File: src/rtl/imm_encoder_if.sv
// Request/result bundle for the immediate encoder: template + immediate in, encoded word out.
// Both directions use valid/ready; the master side issues requests and consumes results.
// Clock and reset are not carried here; they stay plain ports on the encoder.
interface imm_encoder_if #(
  parameter int XLEN = 64
);
  logic            io_in_valid;
  logic            io_in_ready;
  logic [2:0]      io_in_fmt;
  logic [31:0]     io_in_base;
  logic [XLEN-1:0] io_in_imm;
  logic            io_out_valid;
  logic            io_out_ready;
  logic [31:0]     io_out_instruction;
  logic            io_out_error;
  logic            io_out_last;

  modport master (
    output io_in_valid, io_in_fmt, io_in_base, io_in_imm, io_out_ready,
    input  io_in_ready, io_out_valid, io_out_instruction, io_out_error, io_out_last
  );

  modport slave (
    input  io_in_valid, io_in_fmt, io_in_base, io_in_imm, io_out_ready,
    output io_in_ready, io_out_valid, io_out_instruction, io_out_error, io_out_last
  );
endinterface

File: src/rtl/imm_encoder.sv
// Packs a signed immediate into the I/S/B/U/J fields of a template instruction word.
// Latency 1 cycle accept->result; output registers hold while valid & !ready, input stalls then.
// Optional IMM_ENC_SPLIT_EN: wide I-type immediates become LUI + I-type pair (two beats).
module imm_encoder #(
  parameter int XLEN = 64
) (
  input logic       clock,
  input logic       reset,
  imm_encoder_if.slave bus
);

  localparam logic [2:0] FMT_I = 3'd0;
  localparam logic [2:0] FMT_S = 3'd1;
  localparam logic [2:0] FMT_B = 3'd2;
  localparam logic [2:0] FMT_U = 3'd3;
  localparam logic [2:0] FMT_J = 3'd4;

  localparam logic [31:0] MASK_I  = 32'hFFF0_0000;
  localparam logic [31:0] MASK_SB = 32'hFE00_0F80;
  localparam logic [31:0] MASK_UJ = 32'hFFFF_F000;

  typedef enum logic {IDLE, HOLD_LO} state_t;

  state_t      state;
  logic        out_valid;
  logic [31:0] out_instr;
  logic        out_error;
  logic        out_last;

  logic [XLEN-1:0] imm;
  logic [31:0]     base;
  logic            fit12, fit13, fit21, fit32;
  logic [31:0]     enc_instr;
  logic            enc_error;
  logic            enc_split;
  logic [31:0]     lo_instr;
  logic            in_fire;

  assign imm  = bus.io_in_imm;
  assign base = bus.io_in_base;

  // A value fits in n signed bits when every bit from n-1 upward equals the sign bit.
  assign fit12 = (imm[XLEN-1:11] == {(XLEN-11){imm[11]}});
  assign fit13 = (imm[XLEN-1:12] == {(XLEN-12){imm[12]}});
  assign fit21 = (imm[XLEN-1:20] == {(XLEN-20){imm[20]}});
  assign fit32 = (imm[XLEN-1:31] == {(XLEN-31){imm[31]}});

  assign bus.io_in_ready = (state == IDLE) && (!out_valid || bus.io_out_ready);
  assign in_fire         = bus.io_in_valid && bus.io_in_ready;

  // Mask the template's immediate fields and OR in the encoding; on error only the masked base goes out.
  always_comb begin
    enc_instr = base;
    enc_error = 1'b1;
    enc_split = 1'b0;
    lo_instr  = 32'h0;
    case (bus.io_in_fmt)
      FMT_I: begin
        enc_error = !fit12;
        enc_instr = (base & ~MASK_I) | (fit12 ? {imm[11:0], 20'h0} : 32'h0);
`ifdef IMM_ENC_SPLIT_EN
        if (!fit12 && fit32) begin
          // LUI rd,hi then addi-style rd,rd,lo; hi is rounded so the sign-extended lo lands exactly.
          enc_error = 1'b0;
          enc_split = 1'b1;
          enc_instr = {imm[31:12] + {19'h0, imm[11]}, base[11:7], 7'b0110111};
          lo_instr  = (base & ~MASK_I & ~32'h000F_8000) | {imm[11:0], 20'h0}
                      | {12'h0, base[11:7], 15'h0};
        end
`endif
      end
      FMT_S: begin
        enc_error = !fit12;
        enc_instr = (base & ~MASK_SB)
                    | (fit12 ? {imm[11:5], 13'h0, imm[4:0], 7'h0} : 32'h0);
      end
      FMT_B: begin
        enc_error = !(fit13 && !imm[0]);
        enc_instr = (base & ~MASK_SB)
                    | (enc_error ? 32'h0
                                 : {imm[12], imm[10:5], 13'h0, imm[4:1], imm[11], 7'h0});
      end
      FMT_U: begin
        enc_error = !(fit32 && (imm[11:0] == 12'h0));
        enc_instr = (base & ~MASK_UJ) | (enc_error ? 32'h0 : {imm[31:12], 12'h0});
      end
      FMT_J: begin
        enc_error = !(fit21 && !imm[0]);
        enc_instr = (base & ~MASK_UJ)
                    | (enc_error ? 32'h0 : {imm[20], imm[10:1], imm[11], imm[19:12], 12'h0});
      end
      default: begin
        enc_error = 1'b1;
        enc_instr = base;
      end
    endcase
  end

`ifdef IMM_ENC_SPLIT_EN
  logic [31:0] hold_instr;

  // Second beat of a split is parked here until the first beat is consumed.
  always_ff @(posedge clock or negedge reset) begin
    if (!reset)                          hold_instr <= 32'h0;
    else if (in_fire && enc_split)       hold_instr <= lo_instr;
  end
`endif

  // Output stage and beat sequencing: load on accept, hold under backpressure, advance split beats.
  always_ff @(posedge clock or negedge reset) begin
    if (!reset) begin
      state     <= IDLE;
      out_valid <= 1'b0;
      out_instr <= 32'h0;
      out_error <= 1'b0;
      out_last  <= 1'b0;
    end else begin
      case (state)
        IDLE: begin
          if (in_fire) begin
            out_valid <= 1'b1;
            out_instr <= enc_instr;
            out_error <= enc_error;
            out_last  <= !enc_split;
            if (enc_split) state <= HOLD_LO;
          end else if (bus.io_out_ready) begin
            out_valid <= 1'b0;
          end
        end
`ifdef IMM_ENC_SPLIT_EN
        HOLD_LO: begin
          if (bus.io_out_ready) begin
            out_instr <= hold_instr;
            out_error <= 1'b0;
            out_last  <= 1'b1;
            state     <= IDLE;
          end
        end
`endif
        default: state <= IDLE;
      endcase
    end
  end

  assign bus.io_out_valid       = out_valid;
  assign bus.io_out_instruction = out_instr;
  assign bus.io_out_error       = out_error;
  assign bus.io_out_last        = out_last;

endmodule
File: src/flat_wrapper.sv
// flat-port wrapper written by rule: the top's interface ports become plain ports
module imm_encoder_flat 
#(
  parameter int XLEN = 64
)
  (clock, reset, bus_io_in_valid, bus_io_in_fmt, bus_io_in_base, bus_io_in_imm, bus_io_out_ready, bus_io_in_ready, bus_io_out_valid, bus_io_out_instruction, bus_io_out_error, bus_io_out_last);
  imm_encoder_if #(.XLEN(XLEN)) bus_i ();
  input logic clock;
  input logic reset;
  input wire logic [$bits(bus_i.io_in_valid)-1:0] bus_io_in_valid;
  input wire logic [$bits(bus_i.io_in_fmt)-1:0] bus_io_in_fmt;
  input wire logic [$bits(bus_i.io_in_base)-1:0] bus_io_in_base;
  input wire logic [$bits(bus_i.io_in_imm)-1:0] bus_io_in_imm;
  input wire logic [$bits(bus_i.io_out_ready)-1:0] bus_io_out_ready;
  output wire logic [$bits(bus_i.io_in_ready)-1:0] bus_io_in_ready;
  output wire logic [$bits(bus_i.io_out_valid)-1:0] bus_io_out_valid;
  output wire logic [$bits(bus_i.io_out_instruction)-1:0] bus_io_out_instruction;
  output wire logic [$bits(bus_i.io_out_error)-1:0] bus_io_out_error;
  output wire logic [$bits(bus_i.io_out_last)-1:0] bus_io_out_last;
  assign bus_i.io_in_valid = bus_io_in_valid;
  assign bus_i.io_in_fmt = bus_io_in_fmt;
  assign bus_i.io_in_base = bus_io_in_base;
  assign bus_i.io_in_imm = bus_io_in_imm;
  assign bus_i.io_out_ready = bus_io_out_ready;
  assign bus_io_in_ready = bus_i.io_in_ready;
  assign bus_io_out_valid = bus_i.io_out_valid;
  assign bus_io_out_instruction = bus_i.io_out_instruction;
  assign bus_io_out_error = bus_i.io_out_error;
  assign bus_io_out_last = bus_i.io_out_last;
  imm_encoder #(.XLEN(XLEN)) u_core (.clock(clock), .reset(reset), .bus(bus_i));
endmodule
File: config.mk
export PLATFORM = sky130hd
export DESIGN_NAME = imm_encoder_flat
export DESIGN_NICKNAME = d
export VERILOG_FILES = /design/src/rtl/imm_encoder_if.sv /design/src/rtl/imm_encoder.sv /design/src/flat_wrapper.sv
export SDC_FILE = /design/constraint.sdc
export NUM_CORES = 1
export LEC_CHECK = 0
export CAP_MARGIN = 5
export CORE_UTILIZATION = 30
export CTS_BUF_LIST = sky130_fd_sc_hd__clkbuf_2 sky130_fd_sc_hd__clkbuf_4 sky130_fd_sc_hd__clkbuf_8
export DETAILED_ROUTE_END_ITERATION = 16
export HOLD_SLACK_MARGIN = 0.03
export PLACE_DENSITY_LB_ADDON = 0.25
export SLEW_MARGIN = 25
export SYNTH_ARGS = -nofsm -noshare
export SYNTH_HDL_FRONTEND = slang
export SYNTH_SLANG_ARGS = --single-unit
File: constraint.sdc
create_clock -name clock -period 3 [get_ports clock]
set_input_delay 0.6 -clock clock [delete_from_list [all_inputs] [get_ports clock]]
set_output_delay 0.6 -clock clock [all_outputs]
set_load 0.05 [all_outputs]
Word-level counts from Yosys, hierarchy flattened
Cells that the tools add are included.
Storage, ports and cells
  register bits: 35
  bits of input ports: 103
  output and inout port bits: 36
  logic and storage cells: 41
Operators by class
  equal/unequal tests: 8
  mux-type cells: 9
  bitwise gates (word level): 5
  reductions and logical operators: 15
Operator list (number)
  2-to-1 mux 32 bit: 5
  case mux 32 bit (5 select lines): 1
  OR 12 x 32 -> 32 bit: 2
  OR 25 x 32 -> 32 bit: 2
  == test 52 bit: 1
  == test 51 bit: 1
  == test 43 bit: 1
  == test 32 bit: 1
  OR 20 x 32 -> 32 bit: 1
  zero test 12 bit: 1
  == test 3 x 2 -> 1 bit, second input constant: 2
  zero test 1 bit: 6
  logical AND 1 bit: 4
  case mux 1 bit (4 select lines): 1
  == test 3 x 1 -> 1 bit, second input constant: 1
  == test 3 bit, second input constant: 1
  zero test 3 bit: 1
  2-to-1 mux 1 bit: 2
  nonzero test 2 bit: 1
  OR reduction 2 bit: 1
  logical OR 1 bit: 1

Longest topological paths before layout
  depth after elaboration: 5
  gate-level depth with buffers: 9
  mapped depth without buffers: 7

Worst setup path before layout
No wires, ideal clock.
  path type: input to register
  start: in bus_io_in_imm[40]
  end: reg u_core.out_instr[12], in the netlist u_core.bus.io_out_instruction[12]
  arrival time: 2.525 ns
  data required time: 2.927 ns
  slack: 0.402 ns
  cell stages on the path: 8
  buffers on the path: 1
  cells stage by stage: or4_4 > nand2b_4 > or4_4 > a2111oi_4 > or2_1 > buf_6 > nand2_2 > a21oi_2
On the way
  longest elaborated chain between the ends: 5
Ends and longest elaborated chain
  start: declaration: RTL line flat_wrapper.sv:13  | input wire logic [$bits(bus_i.io_in_imm)-1:0] bus_io_in_imm;
  == test 43 bit or == test 32 bit (tied branches): RTL line imm_encoder.sv:45, imm_encoder.sv:46
  logical AND 1 bit, on equally long branches: RTL line imm_encoder.sv:88, imm_encoder.sv:84
  2-to-1 mux 32 bit, on equally long branches: RTL line imm_encoder.sv:90, imm_encoder.sv:85
  OR 12 x 32 -> 32 bit, on equally long branches: RTL line imm_encoder.sv:90, imm_encoder.sv:85
  case mux 32 bit (5 select lines) *: RTL line imm_encoder.sv:57  | case (bus.io_in_fmt)
  end signal: assignment: RTL line imm_encoder.sv:122  | out_instr <= enc_instr;
  end: declaration: RTL line imm_encoder.sv:26  | logic [31:0] out_instr;
Every way passes the cells marked *; elsewhere a longest branch is shown, timed or not.
A chain may end at the register's enable or synchronous reset.

Worst setup path after layout
  start: in bus_io_in_imm[40]
  end: reg u_core.out_instr[15], in the netlist u_core.bus.io_out_instruction[15]
The elaborated chain is that of the path after synthesis.

==> results.cfg <==
[run_status]
status = completed

[yosys]
yosysUniqueCellTypes = 59
syn_inst = 311
synthFlopType = dfrtp_1
syn_avg_cell_area_sq_um = 8.308
ys_seq_area_share_pct = 33.90
synthArstFlopShare_pct = 100.0
syn_nets = 414
syn_area_sq_um = 2584
yosysWarnings = 0
synth-seq-cells = 35
synth_edf_count = 0

[power]
switchingPower_uw = 642.2
power_density_nw_per_um2 = 370.0
power.share.sequential_pct = 33.8
power.share.switching_pct = 38.00
p_clk_share_pct = 20.5
pwr-share-comb_pct = 45.6
ir_drop_mv = 0.1978
p_leak_uw = 0.001752
p_int_uw = 1048
power.total_uw = 1690

[timing]
setup_viol = 0
max_freq_ghz = 0.3473
fin_worst_skew_ps = 5.294
fin_crit_sh_pct = 95.97
fin_tns_setup_ps = 0
tightest_slew_ps = 807.5
slew_violations = 0
slew_headroom_pct = 46.17
hold_slack_ps = 406.5
hold_viol_final = 0
period_needed_ps = 2879
rsz0062_at_grt = no

[die]
core_area_sq_um = 8258
die_x_um = 94.81
initial_core_util_pct = 31.29
die_area_sq_um = 8988
io-pin-count = 139
rows = 33
fp.dieH_um = 94.81

[final_layout]
num_antenna_cells = 0
drive_above_1_share_pct = 20.28
area_growth_pct = 76.76
fin_area_sq_um = 4567
fin_nets = 601

[clocking]
postCtsHoldBufs = 0
tritoncts = built
clockBufferDepth = 2
cts_made_buffers = 5
clock_latency_ps = 280
clock-root-buffer = clkbuf_8
clkSlewWorstSetupHoldPaths_ps = 70
cts_max_level = 2
post_cts_buffers = 0
cts.sinks = 35

[global_routing]
grt_max_degree = 36
grt_usage_pct = 23.47
grt_remaining_overflow = 0
antenna_found_initial = 0
grt_first_pass_wirelength_um = 16150
grt_pass1_vias = 3326

[place]
placed_area_sq_um = 4454
gp_congestion = 0.9161
io_buffers = 138
hpwl_um = 8347

[worst_setup_path]
worstSetupEndpointType = flop
crit_path_top_delay_cell = or4_4
path_cells = clkdlybuf4s50_1 -> or4_4 -> nand2b_4 -> or4_4 -> a2111oi_4 -> or2_1 -> buf_12 -> nand2_2 -> a21oi_2
required_ps = 3210
worstPathMaxFanout = 8
crit_type = in2reg
slowest_delay_ps = 530
cp-start-kind = primary input
cpMostUsedCell = or4_4
arrival_ps = 3090

[run]
drv.max_cap_violation_count = 0

[detailed_routing]
via_per_inst = 5.285
route.detailed.drc = 0
drtPass1Iterations = 4
num_vias = 3187
ant_nets = 0
routed_wl_um = 10140
drtIter0Drc = 198
wire_per_inst_um = 16.82

[min_path]
hold_class = in2async
==> worst max-delay path: cells and delay by family <==
family / cells / cell delay [ps]
buf+inv: 2 / 550
compound gates: 2 / 530
simple gates: 5 / 1390
==> routing by layer <==
metal | GRT usage (%) | part of all wire, % | up-vias
met3 | 3.543 | 5.9 | 10
li1 | - | - | 1569
met4 | 4.672 | 1.4 | 0
met5 | 0 | 0 | -
met2 | 40.53 | 48 | 128
met1 | 30.89 | 44 | 1480
==> state kept, by name, summed over array words and instances, names as in the netlist <==
| register | flops |
|---|---|
| u_core.bus.io_out_instruction | 32 |
| u_core.bus.io_out_error | 1 |
| u_core.bus.io_out_last | 1 |
| u_core.bus.io_out_valid | 1 |
==> cell usage after synthesis (2+ instances only) <==
| cell type | instances | area [sq um] |
|---|---|---|
| a21oi_1 | 16 | 80.08 |
| a21oi_2 | 9 | 78.83 |
| a221oi_1 | 12 | 105.1 |
| a22o_1 | 4 | 35.03 |
| a22oi_1 | 3 | 22.52 |
| a31o_1 | 4 | 35.03 |
| buf_2 | 3 | 15.01 |
| buf_6 | 2 | 22.52 |
| clkbuf_1 | 8 | 30.03 |
| dfrtp_1 | 35 | 875.8 |
| inv_1 | 5 | 18.77 |
| nand2_1 | 43 | 161.4 |
| nand2_2 | 8 | 50.05 |
| nand2b_1 | 4 | 25.02 |
| nand3_1 | 12 | 60.06 |
| nand4_1 | 16 | 100.1 |
| nand4b_1 | 3 | 26.28 |
| nor2_1 | 27 | 101.4 |
| nor2b_1 | 3 | 18.77 |
| nor3_1 | 10 | 50.05 |
| nor4_1 | 16 | 100.1 |
| o2111ai_1 | 2 | 17.52 |
| o21a_1 | 6 | 45.04 |
| o21ai_0 | 7 | 35.03 |
| o21ai_1 | 5 | 25.02 |
| o22ai_1 | 2 | 12.51 |
| o32ai_1 | 6 | 52.55 |
| or2_1 | 3 | 18.77 |
| or3_1 | 2 | 12.51 |
| or4_1 | 3 | 22.52 |
| or4_4 | 4 | 45.04 |
==> path summary, 6_finish.rpt <==
check	start	to	slack, ps	depth (start not counted)
worst max-delay path	bus_io_in_imm[40]	u_core.bus.io_out_instruction[15]	120	9
worst min-delay path	reset	u_core.bus.io_out_last	410	1
worst max register to register	u_core.bus.io_out_valid	u_core.bus.io_out_instruction[29]	1270	5
worst min register to register	u_core.bus.io_out_instruction[3]	u_core.bus.io_out_instruction[3]	480	2
max in group asynchronous	reset	u_core.bus.io_out_instruction[18]	2080	1
min in group clock	u_core.bus.io_out_instruction[3]	u_core.bus.io_out_instruction[3]	480	2
==> repair_timing <==
action / CTS / global route
resized for setup: 0 / 5
endpoints found under the setup margin: 0 / 3
endpoints found under the hold margin: 0 / 0
==> cell usage in the layout (no fill, tap or decap), types with 4 or more instances in the layout <==
| cell | synthesis | layout |
|---|---|---|
| o21ai_1 | 5 | 5 |
| a21oi_1 | 16 | 15 |
| nor2_1 | 27 | 27 |
| o21a_1 | 6 | 6 |
| or4_4 | 4 | 4 |
| o21ai_0 | 7 | 7 |
| a21oi_2 | 9 | 10 |
| nand2_2 | 8 | 8 |
| dfrtp_1 | 35 | 35 |
| nand3_1 | 12 | 12 |
| nor3_1 | 10 | 10 |
| clkbuf_8 | 1 | 6 |
| a31o_1 | 4 | 4 |
| buf_4 | 1 | 57 |
| nor4_1 | 16 | 14 |
| inv_1 | 5 | 5 |
| a221oi_1 | 12 | 12 |
| nand2b_1 | 4 | 4 |
| a22o_1 | 4 | 4 |
| o32ai_1 | 6 | 6 |
| nand2_1 | 43 | 43 |
| clkdlybuf4s50_1 | 0 | 137 |
| nand4_1 | 16 | 16 |
==> power by group through the flow <==
stage                     Clock (uW)  Sequential (uW)  Combinational [uW]
after floorplan                    0              804                 162
after global placement             0              578                 765
after detailed placement           0              579                 771
after CTS                        357              572                 773
after global routing             377              580                 819
final                            347              572                 771
==> stage by stage <==
step	std cells	setup WS [ps]	utilization [%]
final	603	120.8	55.30
after CTS	603	126.6	55.00
after global routing	603	1.259	55.30
after global placement	596	-134.5	53.94
after floorplan	311	401.8	-
after detailed placement	596	-185.0	53.94
==> cell type report <==
class                      instances  area, sq um
fill                             784         3691
timing repair buffer             197         1844
inverter                           5        18.77
clock buffer                       6        82.58
clock inverter                     1        5.005
tap                              105        131.4
multi-input combinational        254         1609
sequential                        35        875.8
==> cell families after synthesis <==
group | count (synthesis) | synth area share (%)
flip-flops | 35 | 33.90
AO/OA/AOI/OAI | 88 | 26.44
XOR/XNOR | 1 | 0.3390
buffers and inverters | 22 | 4.794
AND/OR/NAND/NOR | 165 | 34.53
(Power assumes the default switching activity.)
